File: src/rtl/aes_pkg.sv
// Shared AES-128 datapath types and byte-level helpers for the round pipeline.
package aes_pkg;

   localparam int unsigned AES_NB = 4;

   typedef logic [7:0]   byte_t;
   typedef logic [127:0] state_t;

   // Multiply by x in GF(2^8) modulo x^8 + x^4 + x^3 + x + 1.
   function automatic byte_t xtime(input byte_t b);
      return {b[6:0], 1'b0} ^ (b[7] ? 8'h1b : 8'h00);
   endfunction

   function automatic byte_t gmul3(input byte_t b);
      return xtime(b) ^ b;
   endfunction

   // Byte k lives at [127-8k -: 8]; row r of column c is byte 4c+r.
   function automatic state_t shift_rows(input state_t s);
      state_t res;
      res = '0;
      for (int c = 0; c < 4; c++) begin
         for (int r = 0; r < 4; r++) begin
            res[127 - 8 * (4 * c + r) -: 8] = s[127 - 8 * (4 * ((c + r) % 4) + r) -: 8];
         end
      end
      return res;
   endfunction

endpackage

File: src/rtl/shift_mix_stage_mix_column.sv
// Combinational AES MixColumns for a single 32-bit column (row 0 in the top byte).
module mix_column
   import aes_pkg::*;
(
   input  logic [31:0] col,
   output logic [31:0] mix
);

   byte_t s0, s1, s2, s3;

   assign s0 = col[31:24];
   assign s1 = col[23:16];
   assign s2 = col[15:8];
   assign s3 = col[7:0];

   assign mix = {xtime(s0) ^ gmul3(s1) ^ s2 ^ s3,
                 s0 ^ xtime(s1) ^ gmul3(s2) ^ s3,
                 s0 ^ s1 ^ xtime(s2) ^ gmul3(s3),
                 gmul3(s0) ^ s1 ^ s2 ^ xtime(s3)};

endmodule

File: src/rtl/shift_mix_stage.sv
// ShiftRows + MixColumns round stage with valid/ready pipeline registers (1 or 2 deep).
module shift_mix_stage
   import aes_pkg::*;
#(
   parameter int unsigned NWords = 4,
   parameter int unsigned STAGES = 1
) (
   input  logic                  clk,
   input  logic                  rst_n,
   input  logic                  in_valid,
   output logic                  in_ready,
   input  logic [32*NWords-1:0]  in_state,
   input  logic                  in_last,
   output logic                  out_valid,
   input  logic                  out_ready,
   output logic [32*NWords-1:0]  out_state,
   output logic                  out_last
);

   localparam int unsigned W = 32 * NWords;

   if (NWords != AES_NB) begin : g_bad_nwords
      $error("shift_mix_stage: NWords must be 4 for AES-128");
   end
   if (STAGES != 1 && STAGES != 2) begin : g_bad_stages
      $error("shift_mix_stage: STAGES must be 1 or 2");
   end

   logic [W-1:0] sr_state;
   logic [W-1:0] mix_src;
   logic [W-1:0] mixed;
   logic [W-1:0] result;
   logic         mix_last;
   logic         src_valid;
   logic         out_stage_ready;

   logic         out_valid_q;
   logic [W-1:0] out_state_q;
   logic         out_last_q;

   assign sr_state = shift_rows(in_state);

   for (genvar c = 0; c < NWords; c++) begin : g_col
      mix_column u_mix_column (
         .col (mix_src[W-1-32*c -: 32]),
         .mix (mixed[W-1-32*c -: 32])
      );
   end

   // Final round skips MixColumns; ShiftRows has already been applied to mix_src.
   assign result = mix_last ? mix_src : mixed;

   assign out_stage_ready = !out_valid_q || out_ready;

   if (STAGES == 1) begin : g_one_stage
      assign src_valid = in_valid;
      assign mix_src   = sr_state;
      assign mix_last  = in_last;
      assign in_ready  = out_stage_ready;
   end else begin : g_two_stage
      logic         s1_valid_q;
      logic [W-1:0] s1_state_q;
      logic         s1_last_q;
      logic         s1_ready;

      assign s1_ready = !s1_valid_q || out_stage_ready;

      always_ff @(posedge clk or negedge rst_n) begin
         if (!rst_n) begin
            s1_valid_q <= 1'b0;
            s1_state_q <= '0;
            s1_last_q  <= 1'b0;
         end else if (s1_ready) begin
            s1_valid_q <= in_valid;
            if (in_valid) begin
               s1_state_q <= sr_state;
               s1_last_q  <= in_last;
            end
         end
      end

      assign src_valid = s1_valid_q;
      assign mix_src   = s1_state_q;
      assign mix_last  = s1_last_q;
      assign in_ready  = s1_ready;
   end

   // Data is only captured on a transfer, so it holds while stalled.
   always_ff @(posedge clk or negedge rst_n) begin
      if (!rst_n) begin
         out_valid_q <= 1'b0;
         out_state_q <= '0;
         out_last_q  <= 1'b0;
      end else if (out_stage_ready) begin
         out_valid_q <= src_valid;
         if (src_valid) begin
            out_state_q <= result;
            out_last_q  <= mix_last;
         end
      end
   end

   assign out_valid = out_valid_q;
   assign out_state = out_state_q;
   assign out_last  = out_last_q;

endmodule
File: config.mk
export PLATFORM = sky130hd
export DESIGN_NAME = shift_mix_stage
export DESIGN_NICKNAME = d
export VERILOG_FILES = /design/src/rtl/aes_pkg.sv /design/src/rtl/shift_mix_stage_mix_column.sv /design/src/rtl/shift_mix_stage.sv
export SDC_FILE = /design/constraint.sdc
export NUM_CORES = 1
export LEC_CHECK = 0
export CAP_MARGIN = 0
export CORE_UTILIZATION = 54
export DETAILED_ROUTE_END_ITERATION = 10
export PLACE_DENSITY_LB_ADDON = 0.12
export SYNTH_ARGS = -nofsm -noshare
export SYNTH_HDL_FRONTEND = slang
export SYNTH_SLANG_ARGS = --single-unit
File: constraint.sdc
create_clock -name clk -period 2.46 [get_ports clk]
set_input_delay 0.369 -clock clk [delete_from_list [all_inputs] [get_ports clk]]
set_output_delay 0.369 -clock clk [all_outputs]
set_load 0.05 [all_outputs]
# Word-level counts from Yosys, hierarchy flattened
# Index checks and enable logic that the tools add are counted.
# totals
reg_bits,130
word_cells,103
# classes
mux,17
bitwise,80
reduce_logical,3
# op_table
cell,n
XOR 8 bit,77
2-to-1 mux 128 bit,1
2-to-1 mux 5 bit,16
XOR 8 x 5 -> 8 bit,3
AND reduction 2 bit,1
logical NOT 1 bit,1
logical OR 1 bit,1

# Logic depth before layout (Yosys ltp)
# Gate-level depths: netlist (run 1).
# depth
word_depth,7
mapped_depth,8
depth_no_buf,4

# Hierarchy
# Synthesis (run 1) repeated with hierarchy kept, for this count alone.
# unflattened
hier_cells,900
hier_area_um2,12081.6
# modules_own_cells
mod,instances,cells_per_inst,area_each_um2,seq_area_each_um2
shift_mix_stage,1,576,6731.5,3253.1
mix_column,4,81,1337.5,0.0

# Worst setup path after synthesis (run 1)
# No wires, ideal clock.
# synth_timing
path_kind,reg2reg
from,"reg out_valid_q, in the netlist out_valid"
to,"reg out_state_q[0], in the netlist out_state[0]"
setup_time_ns,0.131
arrival_time_ns,1.894
slack_ns,0.435
stages_incl_launch_ff,9
path_buffers,4
period_less_slack_ns,2.025
path_cell_list,dfrtp_1 > nand2b_2 > and2_1 > clkbuf_1 > nand2b_1 > buf_2 > buf_4 > buf_4 > o211ai_1
# synth_via
elab_chain_len,3
# synth_rtl
element,line_no,source
start: declaration,shift_mix_stage.sv:37,logic out_valid_q;
start signal: assignment,shift_mix_stage.sv:95,out_valid_q <= src_valid;
logical NOT 1 bit,shift_mix_stage.sv:53,assign out_stage_ready = !out_valid_q || out_ready;
logical OR 1 bit,shift_mix_stage.sv:53,
named net in_ready,shift_mix_stage.sv:11,"output logic in_ready,"
AND reduction 2 bit (no source line),--,
end signal: assignment,shift_mix_stage.sv:97,out_state_q <= result;
end: declaration,shift_mix_stage.sv:38,logic [W-1:0] out_state_q;
# The timed path passes the listed nets, and every way through them passes these cells.
# A chain may end at the register's enable or synchronous reset.

# Final worst setup path (run 1)
# layout_timing
from,"reg out_state_q[114], in the netlist out_state[114]"
to,out out_state[114]
# layout_rtl
element,line_no,source
end: declaration,shift_mix_stage.sv:16,"output logic [32*NWords-1:0] out_state,"
# No word-level cell between the ends.

==> reports/results.ini, run 1 <==
[layout]
diodes = 0
area.growth.synth_to_final_pct = 36.3
utilization_pct = 76.2
fillers = 1287
layout-drive-gt1-share_pct = 5.76
final_area_um2 = 13400
finalNetCount = 1390

[status]
status = finished clean

[synth]
avgSynthCellArea_um2 = 9.62
synth_nets = 1152
synth_edf_count = 0
synth.ff_latch_count = 130
synthArstFlopShare_pct = 100
netlist_instances = 1019
ys_types = 28
syn-cell-area_um2 = 9810
synth_warnings = 0
seq_area_frac_synth_pct = 33.2
synthFlopType = dfrtp_1

[power_and_ir_drop]
power_density_nw_per_um2 = 817
clock_power_share_pct = 24.7
swShare_pct = 40.6
comb_power_share_pct = 49.0
ir_worst_vdd_uv = 561
power_mw = 10.9
seqPwrFrac_pct = 26.3
p_int_mw = 6.49
p_leak_nw = 5.23
switching_power_mw = 4.44

[routing]
ant_nets = 0
routedWlPerCell_um = 18.8
vias_per_cell = 5.61
drt-initial-drc-count = 592
vias = 8378
drt-total-wl_um = 28000
drc = 0
dr.pass1.iters = 5

[worst_setup_path]
arrival_ps = 1660
reg2reg_depth = 5
critPathKind = flop to output pin
r2r_start = out_valid
cp.depth = 1
crit_family = buffers and inverters
path_cells = clkdlybuf4s50_1
endpoint_kind = output pin
cp_max_fo = 2
worstPathRequired_ps = 2090
cp_slowest_cell = clkdlybuf4s50_1
path_buf_inv = 1
r2r_end = out_state[114]
r2r_setup_slack_ps = 810
start_kind = flop
slowest_delay_ps = 830

[timing]
rsz0062_at_grt = no
fin_crit_sh_pct = 82.5
maxSlewViolCount = 0
fin_ws_ps = 431
relSlewSlack_pct = 57.3
fmax_ghz = 0.493
worst_pin_slew_ps = 636
min_period_ps = 2030
setup_viol = 0
finalSetupTns_ps = 0
finalHoldViolCount = 0
fin_skew_ps = 7.79

[cts]
ctsLongestPathBuffers = 2
cts_tree = done
clock_latency_ps = 420
cts_resized = 0
cts_buffers = 17
clock-root-buffer = clkbuf_16
clk_pin_slew_ps = 60
cts_max_level = 4
clock-sinks = 130
post_cts_buffers = 0

[die]
ios = 264
die_area_um2 = 18700
num_rows = 48
coreArea_um2 = 17500
die-width_um = 137
start_util_pct = 55.9
die_h_um = 137

[placement]
placed_area_um2 = 12700
pre_cts_ws_ps = 294
portBuffers = 263
place.gp.congestion = 0.860
dp_hpwl_um = 19700

[global_routing]
grt_max_degree = 72
grt_pass1_vias = 8619
grtUsageTotal_pct = 31.3
grt_remaining_overflow = 0
antenna_found_initial = 0
grt_pass1_wl_um = 44900

[flow_run]
cap_viol_max_count = 0

[hold_path]
holdPathStages = 3
worstHoldEndpoint = out_last
hold_class = input port to flop
hold_start = in_last

[kinds of logic (layout without fill, tap and decap cells)]
group	count (synthesis)	count (layout)	share of synthesized area, %
flops	130	130	33.2
buf+inv	81	330	3.76
compound gates	127	127	9.47
mux	11	11	1.14
xor+xnor	413	413	40.8
simple gates	257	257	11.6
[worst max path at each step]
stage | startpoint | to | slack (ps)
final | out_state[114] | out_state[114] | 430
after CTS | out_state[127] | out_state[127] | 430
after global placement | in_state[95] | out_state[67] | 350
after global routing | out_state[127] | out_state[127] | 370
after floorplan | out_valid | out_state[0] | 430
after detailed placement | in_state[36] | out_state[12] | 290
[per-stage QoR]
stage          hold WS, ps  cells
5_1_grt                399   1493
4_1_cts                378   1493
6_report               386   1493
2_1_floorplan         73.4   1019
3_5_place_dp           374   1462
3_3_place_gp           379   1462
[per-layer routing]
| metal | global-route usage (%) | vias up | share of wire [%] |
|---|---|---|---|
| met5 | 0 | - | 0 |
| met4 | 10.9 | 0 | 2.6 |
| met3 | 7.63 | 54 | 7.1 |
| met2 | 51.0 | 331 | 48 |
| met1 | 40.3 | 4102 | 42 |
| li1 | - | 3891 | - |
[sequential cells by signal (all words and copies together) (netlist names)]
register   count
out_valid      1
out_state    128
out_last       1
[cell type report]
class	instances	area, um^2	area share, %
Clock buffer	25	485	3.63
Clock inverter	5	125	0.936
Inverter	4	15.0	0.112
Multi-Input combinational cell	808	6200	46.4
Sequential cell	130	3250	24.3
Tap cell	225	282	2.11
Timing Repair Buffer	296	3000	22.5
[what timing repair did]
| action | CTS | global route |
|---|---|---|
| hold buffers | 1 | 0 |
| endpoints found under the setup margin | 0 | 0 |
| hold endpoints to repair | 53 | 0 |
[cells in the mapped netlist (2+ instances only)]
cell      instances  area share (%)
xnor2_1         284              25
dfrtp_1         130              33
nand2_1         123             4.7
nand3_1         118             6.0
o211ai_1        117             9.0
xor2_1           99             8.8
clkbuf_1         40             1.5
buf_2            25             1.3
xnor3_1          20             4.6
mux2i_1          10             1.0
a21oi_1           9            0.46
nor2_1            9            0.34
buf_4             7            0.54
xnor2_2           6             1.0
buf_1             4            0.15
inv_1             4            0.15
nand2b_1          2            0.13
xor3_1            2            0.48
[placed cells by master, fill, tap and decap left out]
cell type	synthesis	layout
nand2_4	0	1
bufinv_16	0	4
nand2_1	123	122
nand4b_1	1	1
clkbuf_1	40	5
xnor2_1	284	284
clkinv_2	0	1
nand2b_4	0	1
nand3b_1	1	1
o211ai_1	117	117
xor2_1	99	99
a21oi_1	9	9
buf_4	7	24
xnor3_1	20	20
nand3_1	118	118
clkbuf_16	0	17
xnor2_4	1	1
buf_6	1	1
inv_1	4	4
clkdlybuf4s50_1	0	260
nor2_1	9	9
nand4bb_1	1	1
nand2b_1	2	1
xor3_1	2	2
nand2b_2	1	1
buf_12	0	10
dlygate4sd3_1	0	1
and2_4	0	1
xor3_2	1	1
mux2i_1	10	10
clkbuf_8	0	3
dfrtp_1	130	130
o21ai_1	1	1
mux2_2	1	1
xnor2_2	6	6
[power by group through the flow]
stage | clock network (mW) | logic (mW) | registers (mW)
3_3_place_gp | 0 | 5.27 | 2.89
3_5_place_dp | 0 | 5.32 | 2.90
2_1_floorplan | 0 | 1.95 | 4.48
4_1_cts | 2.72 | 5.37 | 2.87
5_1_grt | 2.82 | 5.66 | 2.92
6_report | 2.70 | 5.35 | 2.87
No activity file was read; power rests on OpenSTA's default activity.
==> run 2, diff against run 1 <==
Settings changed: CORE_UTILIZATION 54 to 45.
Clock period 2.46 ns to 1.8 ns, I/O delays scaled along.
==> run 2 against run 1 <==
Die area is 20% higher. Sequential share of layout area decreased by 1.8 points. First-iteration DRC count decreased by 26%. Cell count is 14% higher. Setup slack lost 250 ps. Via count up 5.2%. Critical endpoint is now out_state[112]. Largest power group unchanged.
==> reports/results.ini, run 2 (synthesis gave the netlist of run 1 again) <==
[worst_setup_path]
path_buf_inv = 1
endpoint_kind = output pin
cp.depth = 1
worstPathRequired_ps = 1530
slowest_delay_ps = 540
reg2reg_depth = 6
path_cells = dlygate4sd2_1
arrival_ps = 1350
critPathKind = flop to output pin
crit_family = buffers and inverters
start_kind = flop
cp_max_fo = 2
cp_slowest_cell = dlygate4sd2_1

[timing]
setup_viol = 0
finalHoldViolCount = 0
fin_skew_ps = 11.0
worst_pin_slew_ps = 645
holdWs_ps = 289
relSlewSlack_pct = 56.7
fmax_ghz = 0.619
fin_crit_sh_pct = 89.8
min_period_ps = 1620
rsz0062_at_grt = no
maxSlewViolCount = 0

[hold_path]
holdPathStages = 3
hold_class = input port to flop

[power_and_ir_drop]
power_density_nw_per_um2 = 1030
switching_power_mw = 6.23
comb_power_share_pct = 49.6
clock_power_share_pct = 23.9
ir_worst_vdd_uv = 657
p_int_mw = 8.60
p_leak_nw = 6.21
swShare_pct = 42.0
seqPwrFrac_pct = 26.5

[global_routing]
grtUsageTotal_pct = 27.2
grt_remaining_overflow = 0
grt_pass1_wl_um = 47100
grt_pass1_vias = 8852
antenna_found_initial = 0
grt_max_degree = 48

[cts]
ctsLongestPathBuffers = 2
cts_buffers = 17
clock-sinks = 130
clk_pin_slew_ps = 60
cts_max_level = 4
clock_latency_ps = 430
cts_tree = done
clock-root-buffer = clkbuf_16

[routing]
drt-total-wl_um = 29700
vias_per_cell = 5.19
ant_nets = 0
vias = 8812
drt-initial-drc-count = 437
dr.pass1.iters = 4
drc = 0
routedWlPerCell_um = 17.5

[die]
die_area_um2 = 22400
coreArea_um2 = 21200
ios = 264
num_rows = 53
die-width_um = 150
die_h_um = 150
start_util_pct = 46.2

[placement]
place.gp.congestion = 0.869
dp_hpwl_um = 22400
portBuffers = 263
dpl.cell_count = 1666
placed_area_um2 = 13900

[layout]
largest_reg_flops = 128
finalNetCount = 1544
utilization_pct = 68.1
most-common-layout-cells = xnor2_1, buf_4, clkdlybuf4s50_1
mostFrequentLayoutCell = xnor2_1
layout-drive-gt1-share_pct = 21.8
fin_cells = 1699
final_area_um2 = 14500
diodes = 0
area.growth.synth_to_final_pct = 47.5

[status]
status = finished clean

[flow_run]
cap_viol_max_count = 0

-- run 2: path summary, 6_finish.rpt --
| kind | startpoint | slack, ps | end |
|---|---|---|---|
| min | in_last | 290 | out_state[110] |
| max | out_state[112] | 180 | out_state[112] |
| max in group asynchronous | rst_n | 890 | out_state[7] |
| min reg2reg | out_state[94] | 500 | out_state[94] |
| max reg2reg | out_valid | 390 | out_state[6] |
| min in group asynchronous | rst_n | 350 | out_state[109] |
-- run 2: layout make-up --
class                      count  area [um^2]
fill                        1783         6760
multi-input combinational    808         6210
timing repair buffer         450         4040
sequential                   130         3250
clock buffer                  20          467
tap                          275          344
clock inverter                12          131
inverter                       4         15.0
-- run 2: routing by layer --
metal	up-vias	GRT usage, %	part of all wire (%)
met3	16	5.18	6.5
met5	-	0	0
met1	4315	36.2	44
met2	261	45.6	49
li1	4220	-	-
met4	0	5.82	0.96
-- run 2: power groups by stage --
stage	logic (mW)	registers, mW	clock network [mW]
CTS	7.40	3.93	3.61
global placement	7.48	3.97	0
detailed placement	7.55	3.98	0
global route	7.80	4.00	3.74
finish	7.36	3.92	3.55
floorplan	2.66	6.13	0
-- run 2: stage by stage --
stage | setup WS, ps | total power [mW] | setup TNS, ps
global route | 140 | 15.5 | 0
detailed placement | -179 | 11.5 | -4200
global placement | -165 | 11.4 | -2960
CTS | 166 | 14.9 | 0
finish | 183 | 14.8 | 0
floorplan | 45.5 | 8.79 | 0
-- run 2: repair_timing --
item                                    4_1_cts  5_1_grt
buffers inserted                              0        0
hold endpoints to repair                     41        0
endpoints found under the setup margin       55        0
resized for setup                            55        0
hold buffers                                  1        0
==> run 3, diff against run 2 <==
Settings changed: CORE_UTILIZATION 45 to 50.
Clock period 1.8 ns to 1.5 ns, I/O delays scaled along.
==> run 3 against run 2 <==
Clock skew barely moved. Via count grew 4.8%. Die area is 9.9% lower. Wire length up 4.7%. Critical endpoint is now out_state[81]. Clock power up 25%.
==> reports/results.ini, run 3 (synthesis gave the netlist of run 1 again) <==
[status]
status = finished clean

[layout]
mostFrequentLayoutCell = buf_4
most-common-layout-cells = buf_4, xnor2_1, dfrtp_1
final_area_um2 = 15200
utilization_pct = 80.3
area.growth.synth_to_final_pct = 55.2
finalNetCount = 1580
layout-drive-gt1-share_pct = 27.6
largest_reg_flops = 128

[global_routing]
grtUsageTotal_pct = 31.4
grt_pass1_vias = 9464
grt_remaining_overflow = 0
grt_max_degree = 53
grt_pass1_wl_um = 49100
antenna_found_initial = 1

[timing]
finalSetupTns_ps = 0
fin_skew_ps = 10.8
fin_ws_ps = 62.3
fmax_ghz = 0.696
finalHoldViolCount = 0
min_period_ps = 1440
setup_viol = 0
relSlewSlack_pct = 66.3
worst_pin_slew_ps = 502
maxSlewViolCount = 0
fin_crit_sh_pct = 95.8

[cts]
clock-root-buffer = clkbuf_16
cts_buffers = 17
cts_tree = done
cts_max_level = 4
clk_pin_slew_ps = 60
ctsLongestPathBuffers = 2
clock_latency_ps = 430
clock-sinks = 130

[placement]
pre_cts_ws_ps = -427
place.gp.congestion = 0.902
placed_area_um2 = 14500
dp_hpwl_um = 22600
portBuffers = 263

[routing]
drt-total-wl_um = 31100
vias = 9232
ant_nets = 0
drt-initial-drc-count = 558
routedWlPerCell_um = 18.1
dr.pass1.iters = 5
vias_per_cell = 5.37
drc = 0

[power_and_ir_drop]
p_leak_nw = 6.57
power_mw = 19.1
power_density_nw_per_um2 = 1250
ir_worst_vdd_uv = 873

[worst_setup_path]
r2r_setup_slack_ps = 90
cp.depth = 5
path_buf_inv = 1
cp_slowest_cell = clkdlybuf4s50_1
endpoint_kind = flop
start_kind = input port
slowest_delay_ps = 540
r2r_start = out_valid
cp_max_fo = 3
path_cells = clkdlybuf4s50_1, xnor2_2, xnor3_1, mux2i_1, a21oi_1
r2r_end = out_state[83]
critPathKind = input port to flop
reg2reg_depth = 5
arrival_ps = 1730
worstPathRequired_ps = 1790
crit_family = XOR/XNOR gates

[hold_path]
holdPathStages = 3
worstHoldEndpoint = out_last
hold_class = input port to flop
hold_start = in_last

[die]
start_util_pct = 51.7
coreArea_um2 = 19000
die_h_um = 142
ios = 264
num_rows = 50
die-width_um = 142
die_area_um2 = 20200

[flow_run]
cap_viol_max_count = 0

run 3: layout make-up:
| cell class | count | area (um^2) |
|---|---|---|
| tap | 260 | 325 |
| inverter | 4 | 15.0 |
| multi-input combinational | 808 | 6260 |
| clock buffer | 21 | 450 |
| fill | 1202 | 3740 |
| clock inverter | 10 | 159 |
| antenna | 1 | 2.50 |
| sequential | 130 | 3250 |
| timing repair buffer | 486 | 4750 |
run 3: metrics by stage:
stage / cells / hold WS, ps
floorplan: 1019 / -70.6
global route: 1720 / 158
CTS: 1717 / 103
detailed placement: 1685 / 191
global placement: 1685 / 190
finish: 1720 / 119
run 3: worst max path at each step:
stage                        from             end  slack, ps
detailed placement    in_state[3]  out_state[107]       -430
global route         in_state[36]   out_state[12]        -20
CTS                  in_state[63]   out_state[35]         10
finish                in_state[9]   out_state[81]         60
floorplan               out_valid    out_state[0]       -150
global placement    in_state[127]  out_state[124]       -420
run 3: tightest hold or removal path: cells and delay by family:
family | cells | cell delay, ps
buffers and inverters | 1 | 160
AND/OR/NAND/NOR | 2 | 110
run 3: repair_timing:
item | in CTS | in global routing
buffers inserted | 1 | 2
endpoints found under the hold margin | 33 | 0
pin swaps | 0 | 5
hold buffers | 1 | 0
setup endpoints to repair | 2 | 16
gates resized for setup | 1 | 12
run 3: power by group:
group	internal [mW]	leakage, nW	switching, mW
Clock	2.81	0.293	1.63
Sequential	4.26	1.59	0.651
Combinational	4.31	4.69	5.41
Total	11.4	6.57	7.69
run 3: routing by layer:
metal | routed length, um | track usage, % | vias up
met5 | 0 | 0 | -
met4 | 938 | 12.9 | 0
met3 | 2060 | 6.59 | 80
met2 | 15600 | 53.8 | 372
met1 | 12500 | 38.3 | 4493
li1 | - | - | 4287
